`config.mk`:
```
export PLATFORM = sky130hd
export DESIGN_NAME = gem_cluster_packer
export DESIGN_NICKNAME = d
export VERILOG_FILES = /design/src/rtl/gem_cluster_packer.sv
export SDC_FILE = /design/constraint.sdc
export NUM_CORES = 1
export LEC_CHECK = 0
export CORE_UTILIZATION = 55
export CTS_BUF_LIST = sky130_fd_sc_hd__clkbuf_2
export DETAILED_ROUTE_END_ITERATION = 6
export PLACE_DENSITY = 0.79
export SETUP_SLACK_MARGIN = 0.15
export SYNTH_ARGS = -nofsm -noshare
export SYNTH_HDL_FRONTEND = slang
export SYNTH_SLANG_ARGS = --single-unit
```
`constraint.sdc`:
```
create_clock -name TRG_CLK80 -period 8.2 [get_ports TRG_CLK80]
set_input_delay 2.46 -clock TRG_CLK80 [delete_from_list [all_inputs] [get_ports TRG_CLK80]]
set_output_delay 2.46 -clock TRG_CLK80 [all_outputs]
set_load 0.1 [all_outputs]
```
`src/rtl/gem_cluster_packer.sv`:
```
// gem_cluster_packer
// Buffers the serial S-bit cluster stream in a small circular FIFO and, on
// every frame strobe, packs up to four of the oldest clusters into the 56-bit
// frame word for the fiber transmitter. Unused slots carry EMPTY_WORD. An
// overflow flag marks frames that left clusters behind or followed a drop.
module gem_cluster_packer #(
  parameter int          FIFO_DEPTH = 8,
  parameter logic [13:0] EMPTY_WORD = 14'h3FFF
) (
  input  logic        TRG_CLK80,
  input  logic        TRG_RST,
  input  logic        FRAME_STROBE,
  input  logic        CLU_VALID,
  input  logic [13:0] CLU_DATA,
  output logic [55:0] GEM_DATA,
  output logic        GEM_OVERFLOW,
  output logic [3:0]  OCCUPANCY,
  output logic [15:0] DROP_CNT
);

  // Pointer width covers 0..FIFO_DEPTH-1; one extra bit holds ptr+offset sums.
  localparam int            PW      = $clog2(FIFO_DEPTH);
  localparam logic [PW:0]   DEPTH_P = (PW+1)'(FIFO_DEPTH);
  localparam logic [4:0]    DEPTH_5 = 5'(FIFO_DEPTH);

  // Wrap a pointer sum back into 0..FIFO_DEPTH-1. Sums never exceed
  // 2*FIFO_DEPTH-1 because offsets are at most 4 and depth is at least 4.
  function automatic logic [PW-1:0] ptr_wrap(input logic [PW:0] sum);
    logic [PW-1:0] res;
    if (sum >= DEPTH_P) begin
      res = PW'(sum - DEPTH_P);
    end else begin
      res = sum[PW-1:0];
    end
    return res;
  endfunction

  logic [13:0]   mem_q [FIFO_DEPTH];
  logic [13:0]   mem_d [FIFO_DEPTH];
  logic [PW-1:0] rd_ptr_q, rd_ptr_d;
  logic [PW-1:0] wr_ptr_q, wr_ptr_d;
  logic [3:0]    occ_q, occ_d;
  logic [55:0]   gem_data_q, gem_data_d;
  logic          overflow_q, overflow_d;
  logic          drop_pending_q, drop_pending_d;
  logic [15:0]   drop_cnt_q, drop_cnt_d;

  logic [2:0]    pop_s;
  logic [3:0]    rem_s;
  logic          wr_ok_s;
  logic          drop_s;
  logic [55:0]   frame_s;

  // Pop count, post-pop occupancy and write acceptance for this edge.
  always_comb begin
    pop_s = 3'd0;
    if (FRAME_STROBE) begin
      if (occ_q > 4'd4) begin
        pop_s = 3'd4;
      end else begin
        pop_s = occ_q[2:0];
      end
    end else begin
      pop_s = 3'd0;
    end
    rem_s   = occ_q - {1'b0, pop_s};
    wr_ok_s = CLU_VALID && ({1'b0, rem_s} < DEPTH_5);
    drop_s  = CLU_VALID && !wr_ok_s;
  end

  // Assemble the frame candidate: popped entries oldest-first, filler after.
  always_comb begin
    frame_s = {4{EMPTY_WORD}};
    for (int i = 0; i < 4; i++) begin
      if (3'(i) < pop_s) begin
        frame_s[i*14 +: 14] = mem_q[ptr_wrap({1'b0, rd_ptr_q} + (PW+1)'(i))];
      end else begin
        frame_s[i*14 +: 14] = EMPTY_WORD;
      end
    end
  end

  // Next-state for FIFO storage, pointers and occupancy. The incoming cluster
  // is appended after the pops, so it never joins the frame built this edge.
  always_comb begin
    mem_d    = mem_q;
    occ_d    = rem_s + {3'b000, wr_ok_s};
    rd_ptr_d = ptr_wrap({1'b0, rd_ptr_q} + (PW+1)'(pop_s));
    if (wr_ok_s) begin
      mem_d[wr_ptr_q] = CLU_DATA;
      wr_ptr_d        = ptr_wrap({1'b0, wr_ptr_q} + {{PW{1'b0}}, 1'b1});
    end else begin
      wr_ptr_d        = wr_ptr_q;
    end
  end

  // Next-state for the frame outputs, drop bookkeeping and overflow flag.
  always_comb begin
    gem_data_d     = gem_data_q;
    overflow_d     = overflow_q;
    drop_pending_d = drop_pending_q;
    if (FRAME_STROBE) begin
      gem_data_d     = frame_s;
      overflow_d     = (rem_s != 4'd0) || drop_pending_q || drop_s;
      drop_pending_d = 1'b0;
    end else begin
      drop_pending_d = drop_pending_q || drop_s;
    end
    if (drop_s && (drop_cnt_q != 16'hFFFF)) begin
      drop_cnt_d = drop_cnt_q + 16'd1;
    end else begin
      drop_cnt_d = drop_cnt_q;
    end
  end

  // State registers; reset flushes the FIFO and restores an all-empty frame.
  always_ff @(posedge TRG_CLK80 or posedge TRG_RST) begin
    if (TRG_RST) begin
      for (int i = 0; i < FIFO_DEPTH; i++) begin
        mem_q[i] <= 14'h0000;
      end
      rd_ptr_q       <= {PW{1'b0}};
      wr_ptr_q       <= {PW{1'b0}};
      occ_q          <= 4'd0;
      gem_data_q     <= {4{EMPTY_WORD}};
      overflow_q     <= 1'b0;
      drop_pending_q <= 1'b0;
      drop_cnt_q     <= 16'h0000;
    end else begin
      mem_q          <= mem_d;
      rd_ptr_q       <= rd_ptr_d;
      wr_ptr_q       <= wr_ptr_d;
      occ_q          <= occ_d;
      gem_data_q     <= gem_data_d;
      overflow_q     <= overflow_d;
      drop_pending_q <= drop_pending_d;
      drop_cnt_q     <= drop_cnt_d;
    end
  end

  assign GEM_DATA     = gem_data_q;
  assign GEM_OVERFLOW = overflow_q;
  assign OCCUPANCY    = occ_q;
  assign DROP_CNT     = drop_cnt_q;

endmodule
```
==> results of run 1 <==
## cell usage in the layout, fill, tap and decap left out, drive strengths merged, types with 3 or more instances in the layout
cell / instances
a21oi: 26
a31oi: 19
and3: 3
buf: 14
bufinv: 5
clkbuf: 21
clkdlybuf4s50: 93
clkinv: 3
clkinvlp: 3
dfrtp: 140
dfstp: 56
ha: 9
inv: 13
mux2: 117
mux2i: 24
mux4: 98
nand2: 104
nand2b: 3
nand3: 41
nand4: 3
nor2: 66
nor2b: 3
nor3: 10
nor4: 6
o21ai: 30
xnor2: 9
xor2: 14
## synth_stat cells (all sizes together) (6+ instances only)
master	instances	share of area
a21oi	26	0.012
a31oi	19	0.011
buf	33	0.018
clkbuf	25	0.0084
dfrtp	140	0.31
dfstp	56	0.13
ha	9	0.010
inv	13	0.0044
mux2	117	0.13
mux2i	24	0.022
mux4	98	0.20
nand2	104	0.035
nand3	41	0.022
nor2	66	0.022
nor3	10	0.0045
nor4	6	0.0034
o21ai	30	0.013
xnor2	9	0.0071
xor2	14	0.011
## worst register-to-register path: cells and delay by family (launching register included)
kind            cells  cell delay [ns]
simple gates        6             2.57
flops               1             0.50
mux                 1             0.42
fa+ha+maj           1             0.34
compound gates      1             0.09
## final timing paths
check,start,to,slack [ns],depth (start not counted)
max,FRAME_STROBE,mem_q[12]$_DFFE_PP0P_,2.69,9
min,GEM_DATA[47]$_DFFE_PP1P_,GEM_DATA[47]$_DFFE_PP1P_,0.50,2
max reg2reg,OCCUPANCY[2]$_DFF_PP0_,mem_q[12]$_DFFE_PP0P_,4.22,9
min reg2reg,GEM_DATA[47]$_DFFE_PP1P_,GEM_DATA[47]$_DFFE_PP1P_,0.50,2
max in group asynchronous,TRG_RST,mem_q[52]$_DFFE_PP0P_,4.63,3
min in group asynchronous,TRG_RST,mem_q[56]$_DFFE_PP0P_,2.19,2
## metal layers
metal,vias up,wire [um],track usage
met5,-,0,0
met4,0,679,0.0914
met3,54,2460,0.0642
met2,395,12900,0.433
met1,4061,11500,0.395
li1,3365,-,-
## cell type report
class | count | area [sq um] | share of cell area
multi-input cells | 602 | 5870 | 0.467
flip-flops and latches | 196 | 4980 | 0.396
repair buffers | 107 | 1030 | 0.0822
well taps | 265 | 332 | 0.0264
clock inverters | 11 | 185 | 0.0147
clock buffers | 21 | 105 | 0.00836
inverters | 13 | 56.3 | 0.00448
diodes | 1 | 2.50 | 0.000199
## state kept, by name, indices dropped and copies added, names as in the netlist
register / count
OCCUPANCY: 4
mem_q: 112
DROP_CNT: 16
GEM_DATA: 56
drop_pending_q: 1
wr_ptr_q: 3
rd_ptr_q: 3
GEM_OVERFLOW: 1
## per-stage QoR
| step | utilization | area, sq um |
|---|---|---|
| floorplan | - | 11100 |
| global placement | 0.624 | 12300 |
| detailed placement | 0.624 | 12300 |
| CTS | 0.639 | 12600 |
| global route | 0.639 | 12600 |
| finish | 0.639 | 12600 |
## kinds of logic (layout without fill, tap and decap cells)
family                   count (synthesis)  after routing  synth area share
buffers and inverters                   71            152            0.0303
other                                    0              1                 0
flip-flops                             196            196             0.447
AO/OA/AOI/OAI                           79             79            0.0388
AND/OR/NAND/NOR                        250            250             0.104
XOR/XNOR                                23             23            0.0181
multiplexers                           239            239             0.348
adder cells (fa/ha/maj)                 11             11            0.0137
==> metrics.md, run 1 <==
| Metric | Value |
|---|---|
| Die area | 20800 sq um |
| YS warnings | 0 |
| Final non-filler cell total | about 1.2k |
| Clock slew at reported path FFs | 0.24 ns |
| Avg Cell Area, Syn | approximately 13 sq um |
| Core Rows | 51 |
| Kind of critical path | in2reg |
| Post-cts hold buffer count | 0 |
| Core box area | 19700 sq um |
| Number of synthesized flops with an enable pin | 0 |
| Gr usage total | 0.280 |
| First-pass GRT wire length | 42.9 mm |
| Area delta synth->final | 12.9% |
| Antenna Nets Post-Route | 0 |
| Status | completed |
| Pre-CTS WS | 1.88 ns |
| Largest net degree at the start of global routing | between 100 and 150 |
| Top_reg_cell synth | dfrtp_1 |
| Synthesized instance count | 869 |
| Ports | 95 |
| Placed cells | 1183 |
| NumNets Final | 966 |
| Setup ws final | approximately 2.7 ns |
| Final wirelength | 27.6 mm |
| Remaining DRCs | 0 |
| CTS resizes | 0 |
| DRT iter0 DRCs | 711 |
| TritonRoute pass-1 iters | 7 |
| FILL cells | 1533 |
| CP arrival | 6.21 ns |
| CP Launch Type | input port |
| Slew @ Worst Pin | 1.10 ns |
| Root Driver | clkbuf_2 |
| Max-slew headroom | 0.264 |
| HPWL after DPL | between 15 and 20 mm |
| Mapped Area | 11100 sq um |
| Crit path time final | 5.51 ns |
| Die H | 144 um |
| Grt total ovfl | 0 |
| Tcrit/Tclk final | 0.672 |
| Die Span X | around 140 um |
| Synth Net Count | approximately 900 |
| Vias in the first global route | between 7k and 8k |
| Final hold viol count | 0 |
| Max FO, Critical Path | 30 |
| Htree depth | 4 |
| CTS tree | done |
| Critical path's slowest cell | and4_1 |
| CP Cell Sequence | buf_2 > nand3_1 > ha_1 > nor2b_2 > or3_1 > o31ai_1 > or2_1 > and4_1 > mux2_2 |
| Share of layout cells above drive strength 1 | 0.340 |
| Worst Setup End Kind | register |
| Fmax | 0.181 GHz |
| TritonCTS Buffers | 17 |
| CTS Buffer Depth | 2 |
| Worst path max stage delay | roughly 0.96 ns |
| Layout Skew | between 0.05 and 0.06 ns |
| Synthesis-stage register bit count | ~200 |
| CP required | approximately 8.9 ns |
| Hold slack | ~0.5 ns |
| Vias per std cell | 6.48 |
| Seq/Total Area, Yosys | 0.447 |
| Top delay family on crit path | simple AND/OR/NAND/NOR gates |
| Starting Density | 0.566 |
| Synth async-reset ratio | 1.00 |
| Yosys cell types | 47 |
| TNS Setup | 0 ns |
| Routed wire per std cell | 22.7 um |
| Vias | ~7.9k |
| # clock sinks | 196 |
| Buffers on Ports | 94 |
| Crit path buf inv count | 1 |
| Initial antenna violation count | 2 |
| Worst skew pair latency | 0.80 ns |
| Gpl congestion | ~0.9 |
| RSZ-0062 raised after global routing | false |
| Max-slew violation count | 0 |
| Hold crit path type | reg2reg |
| Max-Cap Viols | 0 |
| Finish-stage setup viols | 0 |
| Setup repair bufs after CTS | 0 |
Power of run 1 is not shown: default switching activity piles up to over one toggle a cycle in this logic, so the estimate is an artifact.
==> run 2, diff against run 1 <==
PLACE_DENSITY = 0.82   (was 0.79)
clock period = 4.6 ns   (was 8.2 ns; I/O delays follow)
==> metrics.md, run 2 (synthesis gave the netlist of run 1 again) <==
| Metric | Value |
|---|---|
| Status | completed |
| CTS tree | done |
| Worst path max stage delay | 1.14 ns (+0.18 ns) |
| Post-cts hold buffer count | 0 (unchanged) |
| FILL cells | 1463 (-4.6%) |
| Reg2reg start | OCCUPANCY[2]$_DFF_PP0_ |
| Buffers on Ports | 94 (unchanged) |
| Vias | 7914 (+0.50%) |
| Worst Setup End Kind | output port |
| Ports | 95 (unchanged) |
| Critical path's slowest cell | clkdlybuf4s50_1 |
| Layout Skew | 0.0252 ns (-0.0257 ns) |
| Root Driver | clkbuf_2 |
| Share of layout cells above drive strength 1 | 0.345 (+0.00483) |
| Core box area | 19700 sq um (unchanged) |
| Die Span X | 144 um (unchanged) |
| Max FO, Critical Path | 2 (-93%) |
| Grt total ovfl | 0 (unchanged) |
| Hold crit path type | reg2reg |
| Min-delay src | GEM_DATA[2]$_DFFE_PP1P_ |
| Crit path time final | 3.96 ns |
| Remaining DRCs | 0 (unchanged) |
| Gr usage total | 0.284 (+0.00378) |
| Kind of critical path | reg2out |
| Worst r2r path cells | 9 (unchanged) |
| Design area | 12600 sq um (about the same) |
| Commonest cells after routing, fill and taps aside | 137 x dfrtp_1, 104 x nand2_1, 98 x mux4_2 |
| Most flop-heavy register | mem_q |
| CP Launch Type | register |
| Tcrit/Tclk final | 0.862 |
| Gpl congestion | 0.877 (+0.34%) |
| DP Area | 12400 sq um (+0.77%) |
| Hold path depth | 2 (unchanged) |
| DR WL met3 | 3.09 mm (+26%) |
| Finish-stage setup viols | 0 (unchanged) |
| Initial antenna violation count | 1 (-1) |
| CTS resizes | 0 (unchanged) |
| Core Rows | 51 (unchanged) |
| Die H | 144 um (unchanged) |
| NumNets Final | 974 (+0.83%) |
| Routed wire per std cell | 22.5 um (-0.64%) |
| DRT iter0 DRCs | 1109 (+56%) |
| Met1 WL | 10.9 mm (-5.2%) |
| R2R Path End | mem_q[99]$_DFFE_PP0P_ |
| Slew @ Worst Pin | 1.08 ns (-0.0211 ns) |
| Largest net degree at the start of global routing | 81 (-41%) |
| WHS Endpoint | GEM_DATA[2]$_DFFE_PP1P_ |
| Commonest non-fill, non-tap cell in the layout | dfrtp_1 |
| Clock slew at reported path FFs | 0.25 ns (about the same) |
| Vias per std cell | 6.47 (about the same) |
| Crit path buf inv count | 1 (unchanged) |
| CP required | 3.22 ns (-5.68 ns) |
| Max reg flops | 112 (unchanged) |
| WL met2 | 12.9 mm (-0.10%) |
| Setup repair bufs after CTS | 0 (unchanged) |
| TritonRoute pass-1 iters | 5 (-2) |
| Vias in the first global route | 7703 (+2.3%) |
| # clock sinks | 196 (unchanged) |
| Max-Cap Viols | 0 (unchanged) |
| CP arrival | 2.58 ns (-3.63 ns) |
| RSZ-0062 raised after global routing | false |
| Die area | 20800 sq um (unchanged) |
| Final hold viol count | 0 (unchanged) |
| CTS Buffer Depth | 2 (unchanged) |
| Max-slew headroom | 0.278 (+0.0141) |
| Antenna Nets Post-Route | 0 (unchanged) |
| Uppermost routed layer | met4 |
| Starting Density | 0.566 (unchanged) |
| Top delay family on crit path | buffers and inverters |
| Final wirelength | 27.6 mm (about the same) |
| FF-to-FF setup slack | 1.16 ns (-3.06 ns) |
| TNS Setup | 0 ns (unchanged) |
| Max-slew violation count | 0 (unchanged) |
| TritonCTS Buffers | 17 (unchanged) |
| First-pass GRT wire length | 43.4 mm (+1.3%) |
| Htree depth | 4 (unchanged) |
| HPWL after DPL | 17.6 mm (+1.5%) |
| Area delta synth->final | 12.9% (about the same) |
| CP Cell Sequence | clkdlybuf4s50_1 |
| Fmax | between 0.2 and 0.3 GHz |
| Worst skew pair latency | 0.82 ns (+0.02 ns) |
-- run 2: cell count changes in the layout (fill, tap and decap cells not counted), sizes merged --
cell and change:
clkinvlp +1, clkbuf -4, buf +8, bufinv -4, clkinv +6
-- run 2: layout make-up --
class,instances,area (sq um),share of cell area
Multi-Input combinational cell,602,5870,0.467
Sequential cell,196,4980,0.396
Timing Repair Buffer,115,1130,0.0900
Tap cell,265,332,0.0264
Clock inverter,14,115,0.00916
Clock buffer,17,85.1,0.00677
Inverter,13,52.6,0.00418
Antenna cell,1,2.50,0.000199
-- run 2: worst max-delay path by stage --
stage | start | end | depth (start not counted)
detailed placement | FRAME_STROBE | mem_q[111]$_DFFE_PP0P_ | 8
floorplan | FRAME_STROBE | mem_q[0]$_DFFE_PP0P_ | 13
finish | GEM_DATA[17]$_DFFE_PP1P_ | GEM_DATA[17] | 1
global route | GEM_DATA[50]$_DFFE_PP1P_ | GEM_DATA[50] | 1
global placement | FRAME_STROBE | mem_q[105]$_DFFE_PP0P_ | 9
CTS | GEM_DATA[50]$_DFFE_PP1P_ | GEM_DATA[50] | 1
-- run 2: tightest hold or removal path: stages (launching register included) --
cell and delay [ns]:
dfstp_2 0.42, nor2_1 0.08, a21oi_1 0.04
-- run 2: metal layers --
metal,up-vias,GRT usage
met5,-,0
met4,0,0.0970
met3,62,0.0868
met2,428,0.423
met1,4041,0.399
li1,3383,-
-- run 2: through the flow --
stage / hold slack [ns] / utilization / setup slack [ns] / std cells
final: 0.508 / 0.640 / 0.637 / 1223
after global routing: 0.526 / 0.640 / 0.548 / 1223
after CTS: 0.508 / 0.639 / 0.603 / 1222
after detailed placement: 0.478 / 0.629 / 0.383 / 1191
after global placement: 0.479 / 0.629 / 0.516 / 1191
after floorplan: 0.491 / - / 0.386 / 869
Power of run 2 is left out for the same reason.
